`config.mk`:
```
export PLATFORM = sky130hd
export DESIGN_NAME = hilo_muldiv_unit
export DESIGN_NICKNAME = d
export VERILOG_FILES = /design/src/rtl/hilo_muldiv_unit_pkg.sv /design/src/rtl/hilo_muldiv_unit_divider.sv /design/src/rtl/hilo_muldiv_unit.sv
export SDC_FILE = /design/constraint.sdc
export NUM_CORES = 1
export LEC_CHECK = 0
export ABC_AREA = 1
export BUFFER_PORTS_ARGS = -buffer_cell sky130_fd_sc_hd__buf_4
export CAP_MARGIN = 20
export CELL_PAD_IN_SITES_DETAIL_PLACEMENT = 1
export CELL_PAD_IN_SITES_GLOBAL_PLACEMENT = 1
export CORE_ASPECT_RATIO = 0.6
export CORE_MARGIN = 2
export CORE_UTILIZATION = 41
export CTS_CLUSTER_SIZE = 16
export DETAILED_ROUTE_END_ITERATION = 10
export PLACE_DENSITY_LB_ADDON = 0.1
export RECOVER_POWER = 50
export SYNTH_ARGS = -nofsm -noshare
export SYNTH_HDL_FRONTEND = slang
export SYNTH_HIERARCHICAL = 1
export SYNTH_SLANG_ARGS = --single-unit
```
`constraint.sdc`:
```
create_clock -name i_clk -period 2.3 [get_ports i_clk]
set_input_delay 0.23 -clock i_clk [delete_from_list [all_inputs] [get_ports i_clk]]
set_output_delay 0.23 -clock i_clk [all_outputs]
set_load 0.1 [all_outputs]
```
`src/rtl/hilo_muldiv_unit_pkg.sv`:
```
// Shared types and constants for the HI/LO multiply/divide unit and its divider.
package hilo_muldiv_unit_pkg;

  localparam int CPU_DATA_WIDTH = 32;
  localparam int DATA_WIDTH     = CPU_DATA_WIDTH;
  localparam int DIV_ITERATIONS = 32;
  localparam int COUNT_WIDTH    = $clog2(DIV_ITERATIONS);

  typedef enum logic [2:0] {
    OP_MULT  = 3'd0,
    OP_MULTU = 3'd1,
    OP_DIV   = 3'd2,
    OP_DIVU  = 3'd3,
    OP_MTHI  = 3'd4,
    OP_MTLO  = 3'd5
  } MulDivOp;

  typedef enum logic [1:0] {
    ST_IDLE     = 2'd0,
    ST_MUL_WAIT = 2'd1,
    ST_DIV_RUN  = 2'd2,
    ST_DIV_FIX  = 2'd3
  } MulDivState;

  typedef struct packed {
    logic [DATA_WIDTH-1:0] hi;
    logic [DATA_WIDTH-1:0] lo;
  } HiLoData;

  // Magnitude of a two's-complement value when treated as signed, else unchanged.
  function automatic logic [DATA_WIDTH-1:0] abs_val(input logic [DATA_WIDTH-1:0] v,
                                                    input logic is_signed);
    return (is_signed && v[DATA_WIDTH-1]) ? ({DATA_WIDTH{1'b0}} - v) : v;
  endfunction

endpackage

```
`src/rtl/hilo_muldiv_unit_divider.sv`:
```
// Unsigned iterative restoring divider: one quotient bit per clock after start.
module hilo_muldiv_unit_divider
  import hilo_muldiv_unit_pkg::*;
(
  input  logic                  i_clk,
  input  logic                  i_rst_n,
  input  logic                  i_start,
  input  logic                  i_abort,
  input  logic [DATA_WIDTH-1:0] i_dividend,
  input  logic [DATA_WIDTH-1:0] i_divisor,
  output logic                  o_active,
  output logic                  o_done,
  output logic [DATA_WIDTH-1:0] o_quotient,
  output logic [DATA_WIDTH-1:0] o_remainder
);

  logic                   r_active;
  logic [COUNT_WIDTH-1:0] r_count;
  logic [DATA_WIDTH-1:0]  r_rem;
  logic [DATA_WIDTH-1:0]  r_quo;
  logic [DATA_WIDTH-1:0]  r_divisor;

  logic [DATA_WIDTH:0]    w_shift;
  logic [DATA_WIDTH:0]    w_diff;
  logic                   w_ge;
  logic                   w_last;

  // Quotient register doubles as the dividend shifter; its MSB feeds the remainder.
  assign w_shift = {r_rem, r_quo[DATA_WIDTH-1]};
  assign w_ge    = (w_shift >= {1'b0, r_divisor});
  assign w_diff  = w_shift - {1'b0, r_divisor};
  assign w_last  = r_active && (r_count == COUNT_WIDTH'(DIV_ITERATIONS - 1));

  always_ff @(posedge i_clk or negedge i_rst_n) begin
    if (!i_rst_n) begin
      r_active  <= 1'b0;
      r_count   <= '0;
      r_rem     <= '0;
      r_quo     <= '0;
      r_divisor <= '0;
    end else if (i_abort) begin
      r_active <= 1'b0;
      r_count  <= '0;
    end else if (i_start) begin
      r_active  <= 1'b1;
      r_count   <= '0;
      r_rem     <= '0;
      r_quo     <= i_dividend;
      r_divisor <= i_divisor;
    end else if (r_active) begin
      r_rem   <= w_ge ? w_diff[DATA_WIDTH-1:0] : w_shift[DATA_WIDTH-1:0];
      r_quo   <= {r_quo[DATA_WIDTH-2:0], w_ge};
      r_count <= r_count + COUNT_WIDTH'(1);
      if (w_last) begin
        r_active <= 1'b0;
      end
    end
  end

  assign o_active    = r_active;
  assign o_done      = w_last;
  assign o_quotient  = r_quo;
  assign o_remainder = r_rem;

endmodule

```
`src/rtl/hilo_muldiv_unit.sv`:
```
// Execute-stage HI/LO owner: captures multiplier products, runs divides, serves MTHI/MTLO.
module hilo_muldiv_unit
  import hilo_muldiv_unit_pkg::*;
(
  input  logic                    i_clk,
  input  logic                    i_rst_n,
  input  logic                    i_req_valid,
  output logic                    o_req_ready,
  input  logic [2:0]              i_req_op,
  input  logic [DATA_WIDTH-1:0]   i_req_src1,
  input  logic [DATA_WIDTH-1:0]   i_req_src2,
  input  logic                    i_cancel,
  output logic [DATA_WIDTH-1:0]   o_mul_input1,
  output logic [DATA_WIDTH-1:0]   o_mul_input2,
  output logic                    o_mul_is_signed,
  input  logic [2*DATA_WIDTH-1:0] i_mul_result,
  output logic                    o_busy,
  output logic [DATA_WIDTH-1:0]   o_hi,
  output logic [DATA_WIDTH-1:0]   o_lo
);

  MulDivState            r_state;
  HiLoData               r_hilo;
  logic [DATA_WIDTH-1:0] r_src1;
  logic                  r_div_zero;
  logic                  r_neg_quo;
  logic                  r_neg_rem;

  MulDivOp               w_op;
  logic                  w_accept;
  logic                  w_is_div_signed;
  logic                  w_div_start;
  logic                  w_div_abort;
  logic                  w_div_active;
  logic                  w_div_done;
  logic [DATA_WIDTH-1:0] w_quo;
  logic [DATA_WIDTH-1:0] w_rem;
  logic [DATA_WIDTH-1:0] w_fix_quo;
  logic [DATA_WIDTH-1:0] w_fix_rem;

  assign w_op            = MulDivOp'(i_req_op);
  assign o_req_ready     = (r_state == ST_IDLE) && !i_cancel;
  assign w_accept        = i_req_valid && o_req_ready;
  assign w_is_div_signed = (w_op == OP_DIV);
  assign w_div_start     = w_accept && ((w_op == OP_DIV) || (w_op == OP_DIVU));
  assign w_div_abort     = i_cancel && (r_state != ST_IDLE);

  assign o_mul_input1    = i_req_src1;
  assign o_mul_input2    = i_req_src2;
  assign o_mul_is_signed = (w_op == OP_MULT);

  hilo_muldiv_unit_divider u_divider (
    .i_clk       (i_clk),
    .i_rst_n     (i_rst_n),
    .i_start     (w_div_start),
    .i_abort     (w_div_abort),
    .i_dividend  (abs_val(i_req_src1, w_is_div_signed)),
    .i_divisor   (abs_val(i_req_src2, w_is_div_signed)),
    .o_active    (w_div_active),
    .o_done      (w_div_done),
    .o_quotient  (w_quo),
    .o_remainder (w_rem)
  );

  assign w_fix_quo = r_neg_quo ? ({DATA_WIDTH{1'b0}} - w_quo) : w_quo;
  assign w_fix_rem = r_neg_rem ? ({DATA_WIDTH{1'b0}} - w_rem) : w_rem;

  always_ff @(posedge i_clk or negedge i_rst_n) begin
    if (!i_rst_n) begin
      r_state    <= ST_IDLE;
      r_hilo     <= '0;
      r_src1     <= '0;
      r_div_zero <= 1'b0;
      r_neg_quo  <= 1'b0;
      r_neg_rem  <= 1'b0;
    end else begin
      case (r_state)
        ST_IDLE: begin
          if (w_accept) begin
            case (w_op)
              OP_MTHI:           r_hilo.hi <= i_req_src1;
              OP_MTLO:           r_hilo.lo <= i_req_src1;
              OP_MULT, OP_MULTU: r_state   <= ST_MUL_WAIT;
              OP_DIV, OP_DIVU: begin
                r_state    <= ST_DIV_RUN;
                r_src1     <= i_req_src1;
                r_div_zero <= (i_req_src2 == '0);
                r_neg_quo  <= w_is_div_signed &&
                              (i_req_src1[DATA_WIDTH-1] ^ i_req_src2[DATA_WIDTH-1]);
                r_neg_rem  <= w_is_div_signed && i_req_src1[DATA_WIDTH-1];
              end
              default: ;
            endcase
          end
        end
        ST_MUL_WAIT: begin
          if (!i_cancel) begin
            r_hilo <= i_mul_result;
          end
          r_state <= ST_IDLE;
        end
        ST_DIV_RUN: begin
          if (i_cancel) begin
            r_state <= ST_IDLE;
          end else if (w_div_done) begin
            r_state <= ST_DIV_FIX;
          end
        end
        ST_DIV_FIX: begin
          // Divide by zero keeps the raw dividend in HI and skips the sign fix.
          if (!i_cancel) begin
            if (r_div_zero) begin
              r_hilo.hi <= r_src1;
              r_hilo.lo <= '1;
            end else begin
              r_hilo.hi <= w_fix_rem;
              r_hilo.lo <= w_fix_quo;
            end
          end
          r_state <= ST_IDLE;
        end
        default: r_state <= ST_IDLE;
      endcase
    end
  end

  assign o_busy = (r_state != ST_IDLE);
  assign o_hi   = r_hilo.hi;
  assign o_lo   = r_hilo.lo;

endmodule
```
## Yosys cells after proc, flatten, opt, wreduce, memory -nomap -nowiden

Index checks and enable logic that the tools add are counted.

| cells by class | value |
|---|---|
| add/sub/neg operators | 6 |
| $mul | 0 |
| divide/modulo/power cells | 0 |
| order comparisons | 1 |
| equal/unequal tests | 16 |
| shift operators | 0 |
| mux-type cells | 28 |
| bitwise gates (word level) | 2 |
| reduce and logical (&&, ||, !) cells | 26 |

Operator list:

| operator | count |
|---|---|
| 2-to-1 mux 32 bit | 11 |
| 2-to-1 mux 64 bit | 4 |
| case mux 64 bit (3 select lines) | 1 |
| subtractor 1 x 32 -> 32 bit (first input constant) | 4 |
| greater-or-equal comparator 33 x 32 -> 1 bit | 1 |
| logical NOT 32 bit | 1 |
| subtractor 32 bit | 1 |
| 2-to-1 mux 5 bit | 3 |
| AND reduction 5 bit | 2 |
| logical AND 1 bit | 8 |
| equality test 3 x 2 -> 1 bit (second input constant) | 2 |
| equality test 3 bit (second input constant) | 2 |
| 2-to-1 mux 2 bit | 3 |
| != test 2 bit (second input constant) | 3 |
| case mux 2 bit (3 select lines) | 1 |
| AND reduction 3 bit | 2 |
| nonzero test 3 bit | 2 |
| OR reduction 2 bit | 3 |
| adder 5 x 1 -> 5 bit (second input constant) | 1 |
| equality test 5 bit (second input constant) | 1 |
| equality test 2 bit (second input constant) | 2 |
| 2-to-1 mux 1 bit | 4 |
| != test 2 x 1 -> 1 bit (second input constant) | 2 |
| case mux 2 bit (2 select lines) | 1 |
| other kinds (12) | 14 |

| storage, ports and cells | value |
|---|---|
| flip-flop bits (word level) | 203 |
| bits in latches | 0 |
| bits in writable memories | 0 |
| ROM bits | 0 |
| input port bits | 135 |
| output and inout bits | 131 |
| logic and storage cells | 91 |
| memories kept | 0 |

## Depth between registers and ports, before layout

| depth | value |
|---|---|
| depth in word-level cells | 6 |
| depth in mapped cells | 17 |
| mapped depth without buffers | 16 |

## Hierarchy

The synthesis kept the hierarchy.

Modules (own cells, without submodules):

| module | times used | cells an instance | area each (um2) | seq. area each (um2) |
|---|---|---|---|---|
| hilo_muldiv_unit | 1 | 1440 | 9352.7 | 2527.4 |
| hilo_muldiv_unit_divider | 1 | 1093 | 7265.7 | 2552.4 |

## Least setup slack after synthesis

No wires, ideal clock.

| timing path | value |
|---|---|
| path kind | reg-to-reg |
| from | reg r_state[0] |
| to | reg u_divider.r_count[3] |
| setup time | 83 ps |
| data arrival time | 3613 ps |
| required time | 2217 ps |
| path slack | -1395 ps |
| stages on the path, launching flop included | 15 |
| path buffers | 3 |
| clock period less this slack | 3695 ps |
| cell sequence | dfrtp_1 > buf_6 > inv_4 > nand2_4 > nor2_1 > nand3_1 > inv_1 > clkbuf_2 > nor2_2 > nor2_2 > inv_1 > nor2_2 > buf_2 > nand2_1 > o21ai_0 |

| on the way | value |
|---|---|
| elaborated cells between the ends (all ways) | 9 |
| those cells by class | 2 x mux; 7 x reduce/logical |

RTL lines:

| element | RTL line | RTL |
|---|---|---|
| start, declared | hilo_muldiv_unit.sv:22 | `MulDivState r_state;` |
| start signal, assigned | hilo_muldiv_unit.sv:70 | `r_state <= ST_IDLE;` |
| start signal, assigned | hilo_muldiv_unit.sv:83 | `OP_MULT, OP_MULTU: r_state <= ST_MUL_WAIT;` |
| start signal, assigned | hilo_muldiv_unit.sv:85 | `r_state <= ST_DIV_RUN;` |
| nonzero test 2 bit (*) | n/a |  |
| net o_busy | hilo_muldiv_unit.sv:17 | `output logic o_busy,` |
| logical AND 1 bit (*) | hilo_muldiv_unit.sv:46 | `assign w_div_abort = i_cancel && (r_state != ST_IDLE);` |
| nonzero test 3 bit (no line) or 2-to-1 mux 5 bit (tied branches) | n/a |  |
| end signal, assigned | hilo_muldiv_unit_divider.sv:53 | `r_count <= r_count + COUNT_WIDTH'(1);` |
| end, declared | hilo_muldiv_unit_divider.sv:18 | `logic [COUNT_WIDTH-1:0] r_count;` |

Mark *: on every way through the listed nets, which the timed path passes. The rest lies on a longest branch.
A chain may end at the register's enable or synchronous reset.

## Final worst setup path

| timing path | value |
|---|---|
| from | reg u_divider.r_divisor[19] |
| to | reg u_divider.r_rem[20], in the netlist u_divider/o_remainder[20] |

| on the way | value |
|---|---|
| word-level cells in the longest chain between the ends | 4 |
| elaborated cells between the ends (all ways) | 5 |
| those cells by class | 1 x add/sub; 1 x order compare; 3 x mux |

Ends and longest elaborated chain:

| element | RTL line | RTL |
|---|---|---|
| start, declared | hilo_muldiv_unit_divider.sv:21 | `logic [DATA_WIDTH-1:0] r_divisor;` |
| start signal, assigned | hilo_muldiv_unit_divider.sv:49 | `r_divisor <= i_divisor;` |
| subtractor 32 bit or greater-or-equal comparator 33 x 32 -> 1 bit (tied branches) | hilo_muldiv_unit_divider.sv:31, hilo_muldiv_unit_divider.sv:30 |  |
| 2-to-1 mux 32 bit (*) | hilo_muldiv_unit_divider.sv:51 | `r_rem <= w_ge ? w_diff[DATA_WIDTH-1:0] : w_shift[DATA_WIDTH-1:0];` |
| 2-to-1 mux 32 bit (*) | hilo_muldiv_unit_divider.sv:50 | `end else if (r_active) begin` |
| 2-to-1 mux 32 bit (*) | hilo_muldiv_unit_divider.sv:44 | `end else if (i_start) begin` |
| end signal, assigned | hilo_muldiv_unit_divider.sv:51 |  |
| end, declared | hilo_muldiv_unit_divider.sv:19 | `logic [DATA_WIDTH-1:0] r_rem;` |

Every way passes the cells marked *; elsewhere a longest branch is shown, timed or not. The select of a mux whose other input is x is not followed.

==> out/qor.log <==
qor: global_routing.grt.total_usage 34.0%
qor: placement.total_placed_instance_area 20100 µm²
qor: logic_synthesis.post_synth_inst_count 2533
qor: logic_synthesis.synth_fa_ha_area_share 2.98%
qor: timing.final.setup.worst_slack -0.0357 ns
qor: timing.maxSlewHeadroom -27.0%
qor: worst_setup_path.timing.critical_path.cells inv_2, ha_1, nand2_2, inv_1, nand2_1, nand2_1, a21oi_4, nor2_2, nor2_4, buf_6, buf_12, nand3_2, nand2_1, inv_1, nand2_2, nand2_1
qor: route.first_pass_iters 5
qor: route.via_per_inst 5.47
qor: finish.final_nets 3087
qor: worst_setup_path.path_max_fanout 6
qor: finish.num-fill-cells 5276
qor: worst_setup_path.critPathBufInv 5
qor: status.failed_checks max-capacitance violations, max-slew violations, negative setup slack
qor: clock_network.clkLatencyLatePin 0.55 ns
qor: power_and_ir_drop.power-per-cell-area 1420 nW/µm²
qor: die.die_height 160 µm
qor: finish.fin_cells 3460
qor: logic_synthesis.postSynthRegisterBits 203
qor: logic_synthesis.synth-async-reset-ratio 100%
qor: clock_network.clk_transition_reported_paths 0.08 ns
qor: placement.numPlacedInstances 3382
qor: worst_setup_path.critical_path.max_stage_delay 0.37 ns
qor: timing.finClkSkew 0.0173 ns
qor: route.postRouteAntennaNets 0
qor: logic_synthesis.dominantRegCellSynth sky130_fd_sc_hd__dfrtp_1
qor: timing.setup_repair_after_global_routing_missed_its_margin true
qor: global_routing.first_global_vias 18400
qor: die.io-pin-count 266
qor: worst_setup_path.worst_setup_path_end_kind flip-flop
qor: timing.finalSetupTns -0.0637 ns
qor: finish.n_antenna_cell 0
qor: status.run_status finished with violations
qor: global_routing.initial_antenna_violation_count 1
qor: logic_synthesis.synth.distinct_cells 55
qor: die.placementRows 57
qor: route.num_vias 18900
qor: route.detail_route.wl_per_cell 22.1 µm
qor: placement.dp.final_hpwl 59.0 mm
qor: finish.final_core_utilization 54.5%
qor: die.core 40200 µm²
qor: finish.areaGrowthSynthToFinish 32.0%
qor: timing.post-route-period-util 102%
qor: placement.finalWeightedCongestion 0.954
qor: global_routing.grt_overflow_total 0
qor: clock_network.cts_max_level 1
qor: flow_run.max_cap_viol_count 1
qor: logic_synthesis.seq_area_frac_synth 30.6%
qor: worst_setup_path.worst-setup-path-type reg -> reg
qor: clock_network.max-clock-path-buffers 3
qor: global_routing.maximum_number_of_pins_on_one_net_before_global_route_repair 75
qor: logic_synthesis.post_synth.cell_area_avg 6.56 µm²
qor: logic_synthesis.number_of_flops_mapped_to_enable_cells_by_yosys 0
qor: clock_network.tritoncts.num_buffers 23
qor: route.drcViolationCount 0
qor: clock_network.cts_tree built
qor: worst_setup_path.worst_path_max_delay_cell sky130_fd_sc_hd__dfrtp_1
qor: logic_synthesis.synth_xor_area_share 3.79%
qor: logic_synthesis.synth.mux.area_fraction 0.0678%
qor: route.drt_iter0_drc 1708
qor: timing.drv_slew 61
qor: timing.setup_viol 4
qor: logic_synthesis.cells_taking_the_most_area_after_synthesis sky130_fd_sc_hd__dfrtp_1, sky130_fd_sc_hd__nand2_1, sky130_fd_sc_hd__inv_1
qor: timing.fin_worst_hold_slack 0.00650 ns
qor: finish.fraction_of_layout_cells_with_a_size_suffix_above_1 25.0%
qor: placement.port-buffer-count 265
qor: timing.hold_viol_final 0
qor: hold_path.min_path_type in -> reg
qor: worst_setup_path.arrival 2.78 ns
qor: clock_network.tritoncts_num_sinks 203
qor: worst_setup_path.crit_family simple AND/OR/NAND/NOR gates
qor: logic_synthesis.netlist_area 16600 µm²
qor: logic_synthesis.post-synth-top-area-fraction 30.6%
qor: worst_setup_path.worst_setup_path_start_kind flip-flop
qor: worst_setup_path.cp_common_cell sky130_fd_sc_hd__nand2_1
qor: die.die_w 264 µm
qor: logic_synthesis.synth.net_count 2707
qor: logic_synthesis.ys_warn_count 6
qor: timing.worst_pin_slew 1.90 ns
qor: logic_synthesis.synth_compound_area_share 14.6%
qor: die.floorplan.initialDensity 41.3%
qor: timing.achievable-frequency 428 MHz
qor: die.floorplan.die_area 42200 µm²
qor: logic_synthesis.top_cell_type_by_total_area_after_synthesis sky130_fd_sc_hd__dfrtp_1
qor: power_and_ir_drop.power_leakage 11.1 nW
qor: global_routing.grt_first_pass_wirelength 111 mm
qor: timing.min_period 2.34 ns
qor: power_and_ir_drop.ir_worst_vdd 1.18 mV
qor: finish.finish.instance_area 21900 µm²
qor: logic_synthesis.largest_family_of_logic_cells_by_synthesized_area simple AND/OR/NAND/NOR gates
qor: route.route.final.wire_length 76.4 mm
qor: clock_network.clk_root_buf sky130_fd_sc_hd__clkbuf_16
qor: logic_synthesis.synth-simple-area-share 33.8%
qor: worst_setup_path.required 2.74 ns
## tightest hold or removal path, stage by stage
cell and delay (ns):
sky130_fd_sc_hd__buf_4 0.08, sky130_fd_sc_hd__a211oi_1 0.05, sky130_fd_sc_hd__a2bb2oi_1 0.14
## logic make-up after synthesis
logic type	Yosys count
AOI/OAI and AO/OA	392
xor gates and xnor gates	72
adders and majority gates	39
buffers and inverters	524
DFF	203
muxes	1
and+or+nand+nor	1302
## final timing paths
path	start	cells past startpoint	slack [ns]	end
worst max-delay path	u_divider/r_divisor[19]$_DFFE_PN0P_	16	-0.04	u_divider/o_remainder[20]$_DFFE_PN0P_
worst max register to register	u_divider/r_divisor[19]$_DFFE_PN0P_	16	-0.04	u_divider/o_remainder[20]$_DFFE_PN0P_
worst min-delay path	i_mul_result[22]	3	0.006	o_lo[22]$_DFFE_PN0P_
min in group asynchronous	i_rst_n	2	0.73	u_divider/r_divisor[16]$_DFFE_PN0P_
max in group asynchronous	i_rst_n	3	0.24	o_lo[3]$_DFFE_PN0P_
worst min register to register	r_src1[0]$_DFFE_PN0P_	2	0.49	r_src1[0]$_DFFE_PN0P_
## routing by layer
layer	routed length [µm]	up-vias	global-route usage, %
met4	1030	0	4.98
met2	30900	657	47.2
li1	-	8857	-
met5	0	-	0
met1	38400	9357	54.4
met3	6000	63	6.48
## metrics by stage
| step | total power [mW] | setup WS, ns |
|---|---|---|
| 3_5_place_dp | 24.5 | -0.171 |
| 3_3_place_gp | 23.9 | -0.146 |
| 5_1_grt | 32.8 | -0.110 |
| 4_1_cts | 29.0 | -0.128 |
| 2_1_floorplan | 17.9 | -0.199 |
| 6_report | 31.2 | -0.0357 |
## cell usage in the layout (no fill, tap or decap), types with 21 or more instances in the layout
| master | Yosys | final |
|---|---|---|
| sky130_fd_sc_hd__nand2_1 | 650 | 612 |
| sky130_fd_sc_hd__buf_4 | 70 | 413 |
| sky130_fd_sc_hd__inv_1 | 348 | 317 |
| sky130_fd_sc_hd__nor2_1 | 277 | 248 |
| sky130_fd_sc_hd__nand3_1 | 217 | 198 |
| sky130_fd_sc_hd__dfrtp_1 | 203 | 198 |
| sky130_fd_sc_hd__o21ai_0 | 137 | 131 |
| sky130_fd_sc_hd__a21oi_1 | 74 | 68 |
| sky130_fd_sc_hd__clkbuf_1 | 41 | 67 |
| sky130_fd_sc_hd__xor2_1 | 56 | 56 |
| sky130_fd_sc_hd__a211oi_1 | 44 | 44 |
| sky130_fd_sc_hd__nand2_2 | 10 | 43 |
| sky130_fd_sc_hd__o211ai_1 | 43 | 43 |
| sky130_fd_sc_hd__inv_2 | 13 | 39 |
| sky130_fd_sc_hd__nand4_1 | 38 | 38 |
| sky130_fd_sc_hd__or2_2 | 29 | 29 |
| sky130_fd_sc_hd__nor2_2 | 12 | 28 |
| sky130_fd_sc_hd__ha_4 | 0 | 28 |
| sky130_fd_sc_hd__clkbuf_16 | 0 | 27 |
| sky130_fd_sc_hd__nor3_1 | 24 | 23 |
| sky130_fd_sc_hd__nand3b_1 | 21 | 21 |
## area by class of cell
| class | count | area [µm²] | share of cell area, % |
|---|---|---|---|
| Tap cell | 531 | 664 | 3.03 |
| Inverter | 364 | 1390 | 6.33 |
| Multi-Input combinational cell | 1808 | 10000 | 45.8 |
| Timing Repair Buffer | 513 | 3900 | 17.8 |
| Sequential cell | 203 | 5090 | 23.2 |
| Clock buffer | 32 | 669 | 3.05 |
| Clock inverter | 9 | 176 | 0.804 |
## cell usage after synthesis (11+ instances only)
| library cell | number |
|---|---|
| sky130_fd_sc_hd__a211oi_1 | 44 |
| sky130_fd_sc_hd__a21boi_0 | 11 |
| sky130_fd_sc_hd__a21boi_1 | 14 |
| sky130_fd_sc_hd__a21oi_1 | 74 |
| sky130_fd_sc_hd__a2bb2oi_1 | 20 |
| sky130_fd_sc_hd__buf_1 | 11 |
| sky130_fd_sc_hd__buf_2 | 25 |
| sky130_fd_sc_hd__buf_4 | 70 |
| sky130_fd_sc_hd__buf_6 | 12 |
| sky130_fd_sc_hd__clkbuf_1 | 41 |
| sky130_fd_sc_hd__dfrtp_1 | 203 |
| sky130_fd_sc_hd__ha_1 | 38 |
| sky130_fd_sc_hd__inv_1 | 348 |
| sky130_fd_sc_hd__inv_2 | 13 |
| sky130_fd_sc_hd__nand2_1 | 650 |
| sky130_fd_sc_hd__nand3_1 | 217 |
| sky130_fd_sc_hd__nand3b_1 | 21 |
| sky130_fd_sc_hd__nand4_1 | 38 |
| sky130_fd_sc_hd__nor2_1 | 277 |
| sky130_fd_sc_hd__nor2_2 | 12 |
| sky130_fd_sc_hd__nor3_1 | 24 |
| sky130_fd_sc_hd__o211ai_1 | 43 |
| sky130_fd_sc_hd__o21a_1 | 11 |
| sky130_fd_sc_hd__o21ai_0 | 137 |
| sky130_fd_sc_hd__o21ai_1 | 12 |
| sky130_fd_sc_hd__or2_2 | 29 |
| sky130_fd_sc_hd__xnor2_1 | 16 |
| sky130_fd_sc_hd__xor2_1 | 56 |
## what timing repair did
item	in CTS	in global routing
setup endpoints to repair	35	53
pin swaps	2	23
gates resized for setup	39	157
hold endpoints to repair	62	0
gates cloned	0	7
hold buffers	7	0
buffers inserted	0	22
## power breakdown
group | internal [mW] | switching, mW | leakage [nW] | total, mW
sequential | 4.94 | 1.27 | 2.42 | 6.21
combinational | 6.94 | 13.8 | 8.22 | 20.7
clock | 2.59 | 1.69 | 0.413 | 4.28
## flip-flops by register name, summed over array words and instances, names as in the netlist
signal                 flops
o_lo                      32
r_neg_quo                  1
r_neg_rem                  1
o_hi                      32
r_div_zero                 1
u_divider/o_remainder     32
r_state                    2
u_divider/o_active         1
u_divider/o_quotient      32
r_src1                    32
u_divider/r_divisor       32
u_divider/r_count          5
Power figures use the tool's default switching activity.
